## src/rtl/opr1_sequencer_if.sv

```systemverilog
// Request/strobe bundle between decode logic, the group-1 operate sequencer
// and the AC/rotater/Link datapath.
interface opr1_sequencer_if;
  // Handshake: the master raises start with ir valid while busy is low. The
  // sequencer accepts on that edge, raises busy the next cycle, and pulses done
  // for one cycle at the end. ir must stay stable until done. start while busy
  // is dropped, not queued.
  logic        start;
  logic [11:0] ir;
  logic        iac_carry;
  logic        busy;
  logic        done;
  logic        ac_ck;
  logic        ac_clr;
  logic        ac_cmp;
  logic        ac_inc;
  logic        rot_left;
  logic        rot_right;
  logic        rot_bsw;
  logic        link_ck;
  logic        link_cll;
  logic        link_cml;
  logic        link_set;

  modport master (
    output start, ir, iac_carry,
    input  busy, done, ac_ck, ac_clr, ac_cmp, ac_inc,
           rot_left, rot_right, rot_bsw, link_ck, link_cll, link_cml, link_set
  );

  modport slave (
    input  start, ir, iac_carry,
    output busy, done, ac_ck, ac_clr, ac_cmp, ac_inc,
           rot_left, rot_right, rot_bsw, link_ck, link_cll, link_cml, link_set
  );
endinterface

```

## src/rtl/opr1_sequencer.sv

```systemverilog
// PDP-8 group-1 operate sequencer: steps clear, complement, increment and
// rotate, issuing one-cycle clock enables to the AC, rotater and Link.
module opr1_sequencer (
  input  logic              clk,
  input  logic              reset,
  opr1_sequencer_if.slave   bus,
  output logic [6:0]        state_o
);

  localparam logic [6:0] ST_IDLE = 7'b0000001;
  localparam logic [6:0] ST_CLR  = 7'b0000010;
  localparam logic [6:0] ST_CMP  = 7'b0000100;
  localparam logic [6:0] ST_INC  = 7'b0001000;
  localparam logic [6:0] ST_ROT1 = 7'b0010000;
  localparam logic [6:0] ST_ROT2 = 7'b0100000;
  localparam logic [6:0] ST_DONE = 7'b1000000;

  logic [6:0] state_q, state_d;
  logic [7:0] ir_q, ir_d;
  logic [4:0] en_q;

  // Step enables {ROT2, ROT1, INC, CMP, CLR} from the low 8 instruction bits.
  function automatic logic [4:0] step_en(input logic [7:0] v);
    logic rar, ral, two;
    rar = v[3];
    ral = v[2];
    two = v[1];
    step_en = {two & (rar ^ ral),
               (rar ^ ral) | (two & ~rar & ~ral),
               v[0],
               v[5] | v[4],
               v[7] | v[6]};
  endfunction

  // First enabled step at or after position 'from', else DONE.
  function automatic logic [6:0] next_step(input logic [4:0] en, input int from);
    logic [6:0] r;
    r = ST_DONE;
    for (int i = 4; i >= 0; i--) begin
      if (i >= from && en[i]) r = 7'(1) << (i + 1);
    end
    return r;
  endfunction

  assign en_q    = step_en(ir_q);
  assign state_o = state_q;

  always_ff @(posedge clk) begin
    if (reset) begin
      state_q <= ST_IDLE;
      ir_q    <= '0;
    end else begin
      state_q <= state_d;
      ir_q    <= ir_d;
    end
  end

  always_comb begin
    state_d = state_q;
    ir_d    = ir_q;
    case (state_q)
      ST_IDLE: begin
        if (bus.start) begin
          ir_d = bus.ir[7:0];
          if (bus.ir[11:8] != 4'b1110) state_d = ST_DONE;
          else                         state_d = next_step(step_en(bus.ir[7:0]), 0);
        end
      end
      ST_CLR:  state_d = next_step(en_q, 1);
      ST_CMP:  state_d = next_step(en_q, 2);
      ST_INC:  state_d = next_step(en_q, 3);
      ST_ROT1: state_d = next_step(en_q, 4);
      ST_ROT2: state_d = ST_DONE;
      ST_DONE: state_d = ST_IDLE;
      default: state_d = ST_IDLE;
    endcase
  end

  always_comb begin
    bus.busy      = (state_q != ST_IDLE);
    bus.done      = (state_q == ST_DONE);
    bus.ac_ck     = 1'b0;
    bus.ac_clr    = 1'b0;
    bus.ac_cmp    = 1'b0;
    bus.ac_inc    = 1'b0;
    bus.rot_left  = 1'b0;
    bus.rot_right = 1'b0;
    bus.rot_bsw   = 1'b0;
    bus.link_ck   = 1'b0;
    bus.link_cll  = 1'b0;
    bus.link_cml  = 1'b0;
    bus.link_set  = 1'b0;
    case (state_q)
      ST_CLR: begin
        bus.ac_ck    = ir_q[7];
        bus.ac_clr   = ir_q[7];
        bus.link_ck  = ir_q[6];
        bus.link_cll = ir_q[6];
      end
      ST_CMP: begin
        bus.ac_ck    = ir_q[5];
        bus.ac_cmp   = ir_q[5];
        bus.link_ck  = ir_q[4];
        bus.link_cml = ir_q[4];
      end
      ST_INC: begin
        bus.ac_ck    = 1'b1;
        bus.ac_inc   = 1'b1;
        bus.link_ck  = 1'b1;
        bus.link_cml = bus.iac_carry;
      end
      ST_ROT1, ST_ROT2: begin
        // ROT2 is only entered for RTR/RTL, so it shares the ROT1 decode.
        bus.ac_ck = 1'b1;
        if (ir_q[3] ^ ir_q[2]) begin
          bus.rot_right = ir_q[3];
          bus.rot_left  = ir_q[2];
          bus.link_set  = 1'b1;
          bus.link_ck   = 1'b1;
        end else begin
          bus.rot_bsw = 1'b1;
        end
      end
      default: ;
    endcase
  end

endmodule

```

## src/flat_wrapper.sv

```systemverilog
// flat-port wrapper written by rule: the top's interface ports become plain ports
module opr1_sequencer_flat 
  (clk, reset, state_o, bus_start, bus_ir, bus_iac_carry, bus_busy, bus_done, bus_ac_ck, bus_ac_clr, bus_ac_cmp, bus_ac_inc, bus_rot_left, bus_rot_right, bus_rot_bsw, bus_link_ck, bus_link_cll, bus_link_cml, bus_link_set);
  opr1_sequencer_if bus_i ();
  input  logic clk;
  input  logic reset;
  output logic [6:0] state_o;
  input wire logic [$bits(bus_i.start)-1:0] bus_start;
  input wire logic [$bits(bus_i.ir)-1:0] bus_ir;
  input wire logic [$bits(bus_i.iac_carry)-1:0] bus_iac_carry;
  output wire logic [$bits(bus_i.busy)-1:0] bus_busy;
  output wire logic [$bits(bus_i.done)-1:0] bus_done;
  output wire logic [$bits(bus_i.ac_ck)-1:0] bus_ac_ck;
  output wire logic [$bits(bus_i.ac_clr)-1:0] bus_ac_clr;
  output wire logic [$bits(bus_i.ac_cmp)-1:0] bus_ac_cmp;
  output wire logic [$bits(bus_i.ac_inc)-1:0] bus_ac_inc;
  output wire logic [$bits(bus_i.rot_left)-1:0] bus_rot_left;
  output wire logic [$bits(bus_i.rot_right)-1:0] bus_rot_right;
  output wire logic [$bits(bus_i.rot_bsw)-1:0] bus_rot_bsw;
  output wire logic [$bits(bus_i.link_ck)-1:0] bus_link_ck;
  output wire logic [$bits(bus_i.link_cll)-1:0] bus_link_cll;
  output wire logic [$bits(bus_i.link_cml)-1:0] bus_link_cml;
  output wire logic [$bits(bus_i.link_set)-1:0] bus_link_set;
  assign bus_i.start = bus_start;
  assign bus_i.ir = bus_ir;
  assign bus_i.iac_carry = bus_iac_carry;
  assign bus_busy = bus_i.busy;
  assign bus_done = bus_i.done;
  assign bus_ac_ck = bus_i.ac_ck;
  assign bus_ac_clr = bus_i.ac_clr;
  assign bus_ac_cmp = bus_i.ac_cmp;
  assign bus_ac_inc = bus_i.ac_inc;
  assign bus_rot_left = bus_i.rot_left;
  assign bus_rot_right = bus_i.rot_right;
  assign bus_rot_bsw = bus_i.rot_bsw;
  assign bus_link_ck = bus_i.link_ck;
  assign bus_link_cll = bus_i.link_cll;
  assign bus_link_cml = bus_i.link_cml;
  assign bus_link_set = bus_i.link_set;
  opr1_sequencer u_core (.clk(clk), .reset(reset), .bus(bus_i), .state_o(state_o));
endmodule
```

## config.mk

```make
export PLATFORM = sky130hd
export DESIGN_NAME = opr1_sequencer_flat
export DESIGN_NICKNAME = d
export VERILOG_FILES = /design/src/rtl/opr1_sequencer_if.sv /design/src/rtl/opr1_sequencer.sv /design/src/flat_wrapper.sv
export SDC_FILE = /design/constraint.sdc
export NUM_CORES = 1
export LEC_CHECK = 0
export CAP_MARGIN = 25
export CORE_AREA = 2 2 54 56
export DETAILED_ROUTE_END_ITERATION = 10
export DIE_AREA = 0 0 56 58
export GPL_TIMING_DRIVEN = 0
export PLACE_DENSITY = 0.78
export SYNTH_ARGS = -nofsm -noshare
export SYNTH_HDL_FRONTEND = slang
export SYNTH_SLANG_ARGS = --single-unit
```

## constraint.sdc

```tcl
create_clock -name clk -period 1.7 [get_ports clk]
set_clock_uncertainty 0.1 [all_clocks]
set_input_delay 0.255 -clock clk [delete_from_list [all_inputs] [get_ports clk]]
set_output_delay 0.255 -clock clk [all_outputs]
set_load 0.02 [all_outputs]
```

* Word-level counts from Yosys, hierarchy flattened
Index checks and enable logic that the tools add are counted.
** Storage, ports and cells
- Register bits after elaboration :: 15
- Input bits :: 16
- Output and inout port bits :: 20
- Logic and storage cells :: 59
** Operators by class
- Eq/ne operators :: 10
- Mux-type cells :: 27
- Bitwise operators :: 17
- Reduce and logical (&&, ||, !) cells :: 3
** Operators with widths (count)
- $mux W7 :: 11
- $pmux W7 S6 :: 1
- $mux W1 :: 12
- $eq A7 B1 Y1 const B :: 1
- $eq A7 B2 Y1 const B :: 1
- $eq A7 B3 Y1 const B :: 1
- $eq A7 B4 Y1 const B :: 1
- $eq A7 B5 Y1 const B :: 1
- $eq A7 B6 Y1 const B :: 1
- $eq A7 B7 Y1 const B :: 1
- $ne A7 B1 Y1 const B :: 1
- $and A1 B1 Y1 :: 6
- $or A1 B1 Y1 :: 5
- $ne A4 B4 Y1 const B :: 1
- $not A1 Y1 :: 4
- $pmux W1 S4 :: 1
- $pmux W1 S3 :: 1
- $reduce_or A3 Y1 :: 1
- $ne A2 B2 Y1 const B :: 1
- $pmux W1 S2 :: 1
- $reduce_and A2 Y1 :: 1
- $reduce_or A2 Y1 :: 1
- $xor A1 B1 Y1 :: 2

* Longest topological paths before layout
- Depth in word-level cells :: 11
- Depth in mapped cells :: 6
- Depth with buffers taken out :: 6

* Worst setup path before layout
OpenSTA, ideal clock, no wires.
- Path type :: flip-flop to output port
- From :: reg u_core.state_q[0] (netlist: u_core.state_o[0])
- To :: out bus_link_ck
- Arrival time :: 1927 ps
- Data required time :: 1345 ps
- Path slack :: -582 ps
- Stages on the path, launching flop included :: 5
- Buffers on the path :: 0
- Path through :: dfxtp_1 > nor4_1 > nand2_1 > nor3_1 > or4b_2
** Between the ends
- Longest elaborated chain between the ends :: 3
- Elaborated cells on any way between the ends :: 7
- Those cells by class :: eq/ne: 5; mux: 1; reduce/logical: 1
** RTL lines
- start: declaration :: RTL line opr1_sequencer.sv:18 : logic [6:0] state_q, state_d;
- start signal: assignment :: RTL line opr1_sequencer.sv:53 : state_q <= state_d;
- $eq A7 B6 Y1 / $eq A7 B5 Y1 (equally long branches) :: RTL line opr1_sequencer.sv:93 : case (state_q)
- $reduce_or A2 Y1
- $pmux W1 S4 (*) :: RTL line opr1_sequencer.sv:93
- end: declaration :: RTL line flat_wrapper.sv:20 : output wire logic [$bits(bus_i.link_ck)-1:0] bus_link_ck;
Every way passes the cells marked *; elsewhere a longest branch is shown, timed or not.

* Worst setup path after layout
- From :: reg u_core.state_q[6] (netlist: u_core.state_o[6])
- To :: out bus_link_ck
The elaborated chain is that of the path after synthesis.

==> run summary <==
* run status: complete, but fails checks
* failing checks: negative setup slack
* total congestion overflow after global routing: 0
* Worst Path Class, Setup: flop to output port
* global-route wire length before repair: 5170 µm
* Net Count, Synth: 130
* number of failing setup endpoints in the final timing report: 27
* Starting Density: 0.371
* summed area of non-filler cells in the final layout: 1770 µm²
* clock-pin slew reported for the worst setup and hold paths after clock tree synthesis: 0.10 ns
* number of buffers between clock root and the deepest sink: 2
* maximum clock frequency: 0.436 GHz
* # nets final: 189
* clock tree from TritonCTS: built
* die outline height: 58 µm
* Power Dens Cells: 771 nW/µm²
* floorplan row count: 19
* post-DR wirelength/cell: 15.9 µm
* post-synth design cell area: 988 µm²
* die footprint: 3250 µm²
* minimum clock period: 2.29 ns
* post-DP HPWL: 2150 µm
* flip-flop and latch count after synthesis: 15
* die outline width: 56 µm
* number of clock sinks: 15
* share of cells above drive strength 1: 0.476
* antenna diode count: 0
* leakage power: 0.792 nW
* transition at the pin with the smallest max-transition slack: 0.508 ns
* maximum level of the CTS H-tree: 1
* aggregate global-route resource usage: 0.203
* clock root buffer master: sky130_fd_sc_hd__clkbuf_4
* WP data arrival: 1.94 ns
* largest net degree at the start of global routing: 11
* number of detailed-route iterations in the first pass: 4
* area share of the largest cell type after synthesis: 0.304
* number of vias per cell: 5.56
* post-synthesis instance total: 112
* core outline area: 2660 µm²
* Cell Count, Final, Fillers Out: 201
* crit path buf inv count: 1
* number of synthesized flops with an enable pin: 0
* top-level port count: 36
* count of unresolved DRC violations after routing: 0
* delay of the slowest critical-path stage: 0.60 ns
* Final Wtd Congestion: 0.901
* Final Cycle Share: 1.35
* post-detailed-placement cell area: 1460 µm²
* category of the worst setup path capture point: output port
* share of synthesized registers carrying an async set or reset: 0
* number of buffers inserted by port buffering: 35
* drt initial violations: 38
* antenna violations before repair: 0
* Top FF cell, synth: sky130_fd_sc_hd__dfxtp_1
* number of distinct library cells after synthesis: 45
* worst path cell trace: or4_4 -> nor3_4 -> and2_4 -> or4b_4 -> buf_6
* most frequent cell after synthesis: sky130_fd_sc_hd__dfxtp_1
* Synth Warn #: 0
* total count of hold-check failures in the final report: 0
* number of clock buffers inserted by TritonCTS: 3
* top area cells in the synthesized netlist: sky130_fd_sc_hd__dfxtp_1, sky130_fd_sc_hd__mux2i_1, sky130_fd_sc_hd__nor2_1
* VDD IR-drop max: 694 µV
* top cell types by occurrence after synthesis: sky130_fd_sc_hd__dfxtp_1, sky130_fd_sc_hd__nor2_1, sky130_fd_sc_hd__mux2i_1, sky130_fd_sc_hd__nand3_1
* kind of cell adding the most delay to the critical path: simple AND/OR/NAND/NOR gates
* average size of a mapped cell: 8.83 µm²
* number of global-route vias before repair: 1146
* Slew HR: 0.661
* placed cells: 178
* overall via count from detail_route: 1118
* setup repair after global routing missed its margin: true
* insertion delay to the later sink of the worst-skew pair: 0.30 ns
* max-capacitance violation count: 0
* Max Fanout on Critical Path: 5
* min setup slack post-route: -0.594 ns
* final max-slew violation count: 0
* Area growth, synth to finish: 79.4%
* count of nets left with antenna violations after detail routing: 0
* cell taking the most area after synthesis: sky130_fd_sc_hd__dfxtp_1
* fraction of the yosys area taken by sequential cells: 0.304
* drt total wl: 3200 µm
* Critical Path Slowest Stage Cell: sky130_fd_sc_hd__or4_4
* data required time at the worst endpoint: 1.34 ns
* worst hold path type: flop to flop
* launching element type of the critical path: flop
## worst register-to-register path: cells and delay by family (launching register included)
family,cells,cell delay (ns)
and+or+nand+nor,2,0.82
buffers and inverters,3,0.38
AOI/OAI and AO/OA,2,0.45
DFF,1,0.36
## per-layer routing
layer / GRT usage / part of all wire
met3: 0.0424 / 0.052
met2: 0.363 / 0.54
met1: 0.238 / 0.40
met4: 0.0782 / 0.014
met5: 0 / 0
## where the power goes
| part | switching (mW) | internal, mW | leakage [nW] | total (mW) |
|---|---|---|---|---|
| logic | 0.342 | 0.379 | 0.648 | 0.720 |
| clock network | 0.132 | 0.0880 | 0.0177 | 0.220 |
| registers | 0.0379 | 0.388 | 0.127 | 0.426 |
## per-stage QoR
stage,power [mW],TNS [ns],util,hold slack (ns),setup slack [ns]
floorplan,0.758,-1.07,-,0.224,-0.186
global placement,0.896,-8.16,0.548,0.379,-0.774
detailed placement,0.908,-8.44,0.548,0.386,-0.806
CTS,1.27,-6.86,0.634,0.407,-0.566
global route,1.43,-8.71,0.666,0.470,-0.649
finish,1.37,-7.43,0.666,0.415,-0.594
## cell families (layout without fill, tap and decap cells)
| logic type | count (synthesis) | count (layout) | synth area share |
|---|---|---|---|
| AOI/OAI and AO/OA | 19 | 19 | 0.171 |
| xor gates and xnor gates | 1 | 1 | 0.00886 |
| muxes | 8 | 8 | 0.0810 |
| and+or+nand+nor | 59 | 59 | 0.371 |
| buffers and inverters | 8 | 66 | 0.0392 |
| DFF | 15 | 15 | 0.304 |
| adders and majority gates | 2 | 2 | 0.0253 |
## sequential cells by signal, indices dropped and copies added (netlist names)
| signal | count |
|---|---|
| u_core.ir_q | 8 |
| u_core.state_o | 7 |
## final timing paths
kind                     startpoint                end  slack (ns)  cells after the start
setup / recovery  u_core.state_o[6]        bus_link_ck       -0.59                      5
setup reg to reg  u_core.state_o[6]  u_core.state_o[0]       -0.53                      7
hold / removal       u_core.ir_q[6]     u_core.ir_q[6]        0.42                      2
hold reg to reg      u_core.ir_q[6]     u_core.ir_q[6]        0.42                      2
## placed cells by master (no fill, tap or decap), types with 3 or more instances in the layout
cell type                          n
sky130_fd_sc_hd__dlygate4sd2_1     5
sky130_fd_sc_hd__and2_4            4
sky130_fd_sc_hd__or3_1             3
sky130_fd_sc_hd__mux2i_1           8
sky130_fd_sc_hd__buf_4            16
sky130_fd_sc_hd__dfxtp_4           6
sky130_fd_sc_hd__nor4_4            3
sky130_fd_sc_hd__buf_6            16
sky130_fd_sc_hd__dfxtp_1           8
sky130_fd_sc_hd__nor2_1           10
sky130_fd_sc_hd__inv_1             4
sky130_fd_sc_hd__nand3_1           5
sky130_fd_sc_hd__clkdlybuf4s50_1  15
sky130_fd_sc_hd__clkbuf_4          3
## layout make-up
| cell class | instances | area, µm² |
|---|---|---|
| plain buffers | 3 | 20.0 |
| well taps | 31 | 38.8 |
| multi-input cells | 89 | 820 |
| clock buffers | 3 | 22.5 |
| repair buffers | 55 | 528 |
| fillers | 201 | 890 |
| inverters | 4 | 15.0 |
| clock inverters | 1 | 5.00 |
| flip-flops and latches | 15 | 324 |
## repair_timing
action	CTS	global route
hold buffers	0	0
gates cloned	0	0
gates resized for setup	97	20
buffers inserted	16	5
pin swaps	19	11
endpoints found under the setup margin	20	30
No activity file was read; power rests on OpenSTA's default activity.
